`src/rtl/uart_tx_fifo.sv`:
```
// Transmit byte queue feeding the osdvu uart: the core pushes bytes and a small
// drain FSM hands them one at a time to the UART transmit/is_transmitting handshake.
module uart_tx_fifo #(
    parameter int ADDR_WIDTH = 4
) (
    input  logic                  CLK,
    input  logic                  reset,
    input  logic [7:0]            wr_data,
    input  logic                  wr_en,
    output logic                  full,
    output logic                  empty,
    output logic [ADDR_WIDTH:0]   count,
    output logic                  overflow,
    output logic [7:0]            tx_byte,
    output logic                  transmit,
    input  logic                  is_transmitting
);

    localparam int DEPTH = 1 << ADDR_WIDTH;
    localparam logic [ADDR_WIDTH:0] FULL_COUNT = {1'b1, {ADDR_WIDTH{1'b0}}};

    typedef enum logic [2:0] {
        IDLE,
        READ,
        SEND,
        WAIT_BUSY,
        WAIT_IDLE
    } state_t;

    logic [7:0]            mem [DEPTH];
    logic [7:0]            rd_data_q;

    state_t                state_q,    state_d;
    logic [ADDR_WIDTH-1:0] waddr_q,    waddr_d;
    logic [ADDR_WIDTH-1:0] raddr_q,    raddr_d;
    logic [ADDR_WIDTH:0]   count_q,    count_d;
    logic [7:0]            tx_byte_q,  tx_byte_d;
    logic                  transmit_q, transmit_d;
    logic                  overflow_q, overflow_d;

    logic                  push_ok;
    logic                  pop;

    assign full     = (count_q == FULL_COUNT);
    assign empty    = (count_q == '0);
    assign count    = count_q;
    assign overflow = overflow_q;
    assign tx_byte  = tx_byte_q;
    assign transmit = transmit_q;

    assign push_ok = wr_en & ~full;
    assign pop     = (state_q == READ);

    // Plain dual-port RAM with registered read so it maps onto a single BRAM.
    always_ff @(posedge CLK) begin
        if (push_ok) begin
            mem[waddr_q] <= wr_data;
        end
        rd_data_q <= mem[raddr_q];
    end

    // The byte hand-off is loaded on the READ->SEND edge, so transmit is a
    // registered pulse that is high exactly while the state is SEND.
    always_comb begin
        state_d    = state_q;
        waddr_d    = waddr_q;
        raddr_d    = raddr_q;
        tx_byte_d  = tx_byte_q;
        transmit_d = 1'b0;
        overflow_d = wr_en & full;

        if (push_ok) begin
            waddr_d = waddr_q + 1'b1;
        end

        case (state_q)
            IDLE: begin
                if (!empty && !is_transmitting) begin
                    state_d = READ;
                end
            end
            READ: begin
                state_d    = SEND;
                tx_byte_d  = rd_data_q;
                transmit_d = 1'b1;
                raddr_d    = raddr_q + 1'b1;
            end
            SEND: begin
                state_d = WAIT_BUSY;
            end
            WAIT_BUSY: begin
                if (is_transmitting) begin
                    state_d = WAIT_IDLE;
                end
            end
            WAIT_IDLE: begin
                if (!is_transmitting) begin
                    state_d = IDLE;
                end
            end
            default: begin
                state_d = IDLE;
            end
        endcase

        case ({push_ok, pop})
            2'b10:   count_d = count_q + 1'b1;
            2'b01:   count_d = count_q - 1'b1;
            default: count_d = count_q;
        endcase
    end

    always_ff @(posedge CLK) begin
        if (!reset) begin
            state_q    <= IDLE;
            waddr_q    <= '0;
            raddr_q    <= '0;
            count_q    <= '0;
            tx_byte_q  <= '0;
            transmit_q <= 1'b0;
            overflow_q <= 1'b0;
        end else begin
            state_q    <= state_d;
            waddr_q    <= waddr_d;
            raddr_q    <= raddr_d;
            count_q    <= count_d;
            tx_byte_q  <= tx_byte_d;
            transmit_q <= transmit_d;
            overflow_q <= overflow_d;
        end
    end

endmodule

```
`config.mk`:
```
export PLATFORM = sky130hd
export DESIGN_NAME = uart_tx_fifo
export DESIGN_NICKNAME = d
export VERILOG_FILES = /design/src/rtl/uart_tx_fifo.sv
export SDC_FILE = /design/constraint.sdc
export NUM_CORES = 1
export LEC_CHECK = 0
export CAP_MARGIN = 40
export CORE_MARGIN = 4
export CORE_UTILIZATION = 64
export DETAILED_ROUTE_END_ITERATION = 6
export HOLD_SLACK_MARGIN = 0.06
export PLACE_DENSITY = 0.86
export SKIP_CTS_REPAIR_TIMING = 1
export SYNTH_ARGS = -nofsm -noshare
export SYNTH_HDL_FRONTEND = slang
export SYNTH_SLANG_ARGS = --single-unit
```
`constraint.sdc`:
```
create_clock -name CLK -period 6.65 [get_ports CLK]
set_clock_uncertainty 0.1 [all_clocks]
set_input_delay 1.33 -clock CLK [delete_from_list [all_inputs] [get_ports CLK]]
set_output_delay 1.33 -clock CLK [all_outputs]
set_load 0.1 [all_outputs]
```
==> flow_metrics.env <==
export IMPL_synthToLayoutAreaGrowth_pct=20.50
export IMPL_crit_type="reg2out"
export IMPL_wire_per_inst_um=23.49
export IMPL_drcViolationCount=0
export IMPL_place_hpwl_um=8409
export IMPL_hp_start="rd_data_q[7]"
export IMPL_relSlewSlack=0.3747
export IMPL_vias=3680
export IMPL_die_width_um=108.0
export IMPL_syn_area_sq_um=6401
export IMPL_mostFrequentLayoutCells="edfxtp_1 (128), nand2_1 (36), dfxtp_1 (33)"
export IMPL_worstSetupStartpointType="flop"
export IMPL_fmax_mhz=254.0
export IMPL_layout_min_cycle_time_ns=3.937
export IMPL_core_sq_um=9774
export IMPL_io_pins=29
export IMPL_hold_path_end="tx_byte[7]"
export IMPL_final_antenna_net_count=0
export IMPL_ys_ff_latch=162
export IMPL_outcome="finished clean"
export IMPL_setup_tns_ns=0
export IMPL_multi_input_area_sq_um=1739
export IMPL_synth_nets=401
export IMPL_groute_usage_overall=0.2539
export IMPL_cap_violations=0
export IMPL_numClockSinks=162
export IMPL_instances_no_fill=584
export IMPL_die_area_sq_um=11670
export IMPL_synth_edf_count=128
export IMPL_final_common_cell="edfxtp_1"
export IMPL_cts_htree_levels=4
export IMPL_fillers=544
export IMPL_synth_cell_types=47
export IMPL_initial_core_util=0.6549
export IMPL_timing_rr_start="state_q[0]"
export IMPL_grt_max_degree=36
export IMPL_async_flop_share=0
export IMPL_clkLatencyLatePin_ns=0.54
export IMPL_vias_per_cell=6.301
export IMPL_clockBufferDepth=2
export IMPL_rsz0062_at_grt="no"
export IMPL_fin_ws_ns=2.713
export IMPL_ys_seq_area_frac=0.7068
export IMPL_numPortBuffers=28
export IMPL_period_share=0.5920
export IMPL_vdd_drop_max_mv=0.2433
export IMPL_cts_root_buf="clkbuf_8"
export IMPL_rr_endpoint="count[4]"
export IMPL_hold_violations=0
export IMPL_crit_path_end_kind="primary output"
export IMPL_nets=459
export IMPL_detail_route_iter0_violations=410
export IMPL_cellPowerDensity_nw_per_um2=410.8
export IMPL_setup_viol=0
export IMPL_slew_viol_final=0
export IMPL_drive_gt1_frac=0.2284
export IMPL_dp_cells=550
export IMPL_tightestPinTransition_ns=0.9346
export IMPL_syn_avg_cell_area_sq_um=16.85
export IMPL_required_ns=5.22
export IMPL_gp_congestion=0.8294
export IMPL_yosysWarnings=0
export IMPL_ff_latch_area_sq_um=4526
export IMPL_rows=36
export IMPL_die_h_um=108.0
export IMPL_syn_inst=380
export IMPL_dp_slack_ns=2.534
export IMPL_dr_pass1_iters=5
export IMPL_leakage_nw=2.629
export IMPL_reg2reg_depth=9
export IMPL_synth_ff_type="edfxtp_1"
export IMPL_cp_arrival_ns=2.51
export IMPL_grt_pass1_wl_um=21040
export IMPL_clkTransAtPathRegs_ns=0.06
export IMPL_grt_ovfl_total=0
export IMPL_min_path_cells=2
export IMPL_finalWirelength_um=13720
export IMPL_antenna_found_initial=0
export IMPL_tritoncts="built"
export IMPL_hold_path_class="reg2reg"
export IMPL_r2r_slack_ns=3.48
export IMPL_grt_pass1_vias=3712
export IMPL_numCtsBuffers=17
export IMPL_antenna_cells=0
export IMPL_cp_max_fo=9
==> critical path, stage by stage, from the launching register on <==
cell	delay, ns
dfxtp_1	0.40
nor4_1	0.63
nand2_1	0.12
inv_1	0.10
clkdlybuf4s50_1	0.52
buf_8	0.20
==> per-layer routing <==
metal  up-vias  share of wire  global-route usage
met4         0          0.034              0.1190
met2       191           0.50              0.4067
met1      1841           0.37              0.3308
met3        58          0.090             0.06448
met5         -              0                   0
li1       1590              -                   -
==> how the worst max path moves through the flow <==
stage | startpoint | cells past startpoint | end | slack, ns
after floorplan | count[2] | 3 | empty | 2.47
after global placement | wr_en | 10 | count[4] | 2.65
after detailed placement | wr_en | 10 | count[4] | 2.53
after CTS | count[1] | 5 | full | 2.70
after global routing | count[1] | 5 | full | 2.62
final | count[1] | 5 | full | 2.71
==> flip-flops by register name, indices dropped and copies added, names as in the netlist <==
name and cells:
overflow 1, mem 128, tx_byte 8, transmit 1, waddr_q 4, state_q 3, raddr_q 4, rd_data_q 8
count 5
==> cells by family after synthesis <==
family / after synthesis / share of synthesized area
adders and majority gates: 9 / 0.01759
DFF: 162 / 0.7068
buffers and inverters: 29 / 0.02150
xor gates and xnor gates: 8 / 0.01095
AOI/OAI and AO/OA: 43 / 0.05258
and+or+nand+nor: 94 / 0.07330
muxes: 35 / 0.1173
==> where the power goes <==
part / switching, W / internal [W]
logic: 0.000573 / 0.000389
clock network: 0.000393 / 0.000561
registers: 0.0000621 / 0.00119
total: 0.00103 / 0.00214
==> metrics by stage <==
step           total power [W]  cell area [sq um]    util  hold WS (ns)
2_1_floorplan         0.001930               6401       -        0.3263
6_report              0.003169               7714  0.7892        0.3542
3_5_place_dp          0.002233               7098  0.7262        0.3510
4_1_cts               0.003186               7691  0.7869        0.3603
3_3_place_gp          0.002087               6783  0.6939        0.3384
5_1_grt               0.003295               7714  0.7892        0.3854
==> synth_stat cells (2+ instances only) <==
cell type    n  share of area
nand2b_1     4         0.0039
nand3_1      2         0.0016
nand4_1      4         0.0039
a21oi_1      3         0.0023
a22oi_1     16          0.019
nor3_1       4         0.0031
buf_1        4         0.0023
ha_1         9          0.018
nor2_1      18          0.011
mux4_2      32           0.11
o21ai_0      3         0.0023
dfxtp_1     34           0.11
mux2i_1      3         0.0047
and2_1       8         0.0078
nand2_1     36          0.021
inv_1        7         0.0041
buf_2        5         0.0039
or4b_1       2         0.0031
and3_1       2         0.0020
clkbuf_1     9         0.0053
edfxtp_1   128           0.60
a21boi_0    10          0.012
nor3b_1      3         0.0035
xnor2_1      7         0.0096
nor2b_1      5         0.0049
==> cell type report <==
type,instances,area share
clock buffers,23,0.06894
inverters,7,0.003406
well taps,133,0.02157
flip-flops and latches,162,0.5867
multi-input cells,189,0.2255
repair buffers,61,0.08597
clock inverters,9,0.007948
Note: power is estimated with default switching activity, not from simulation.
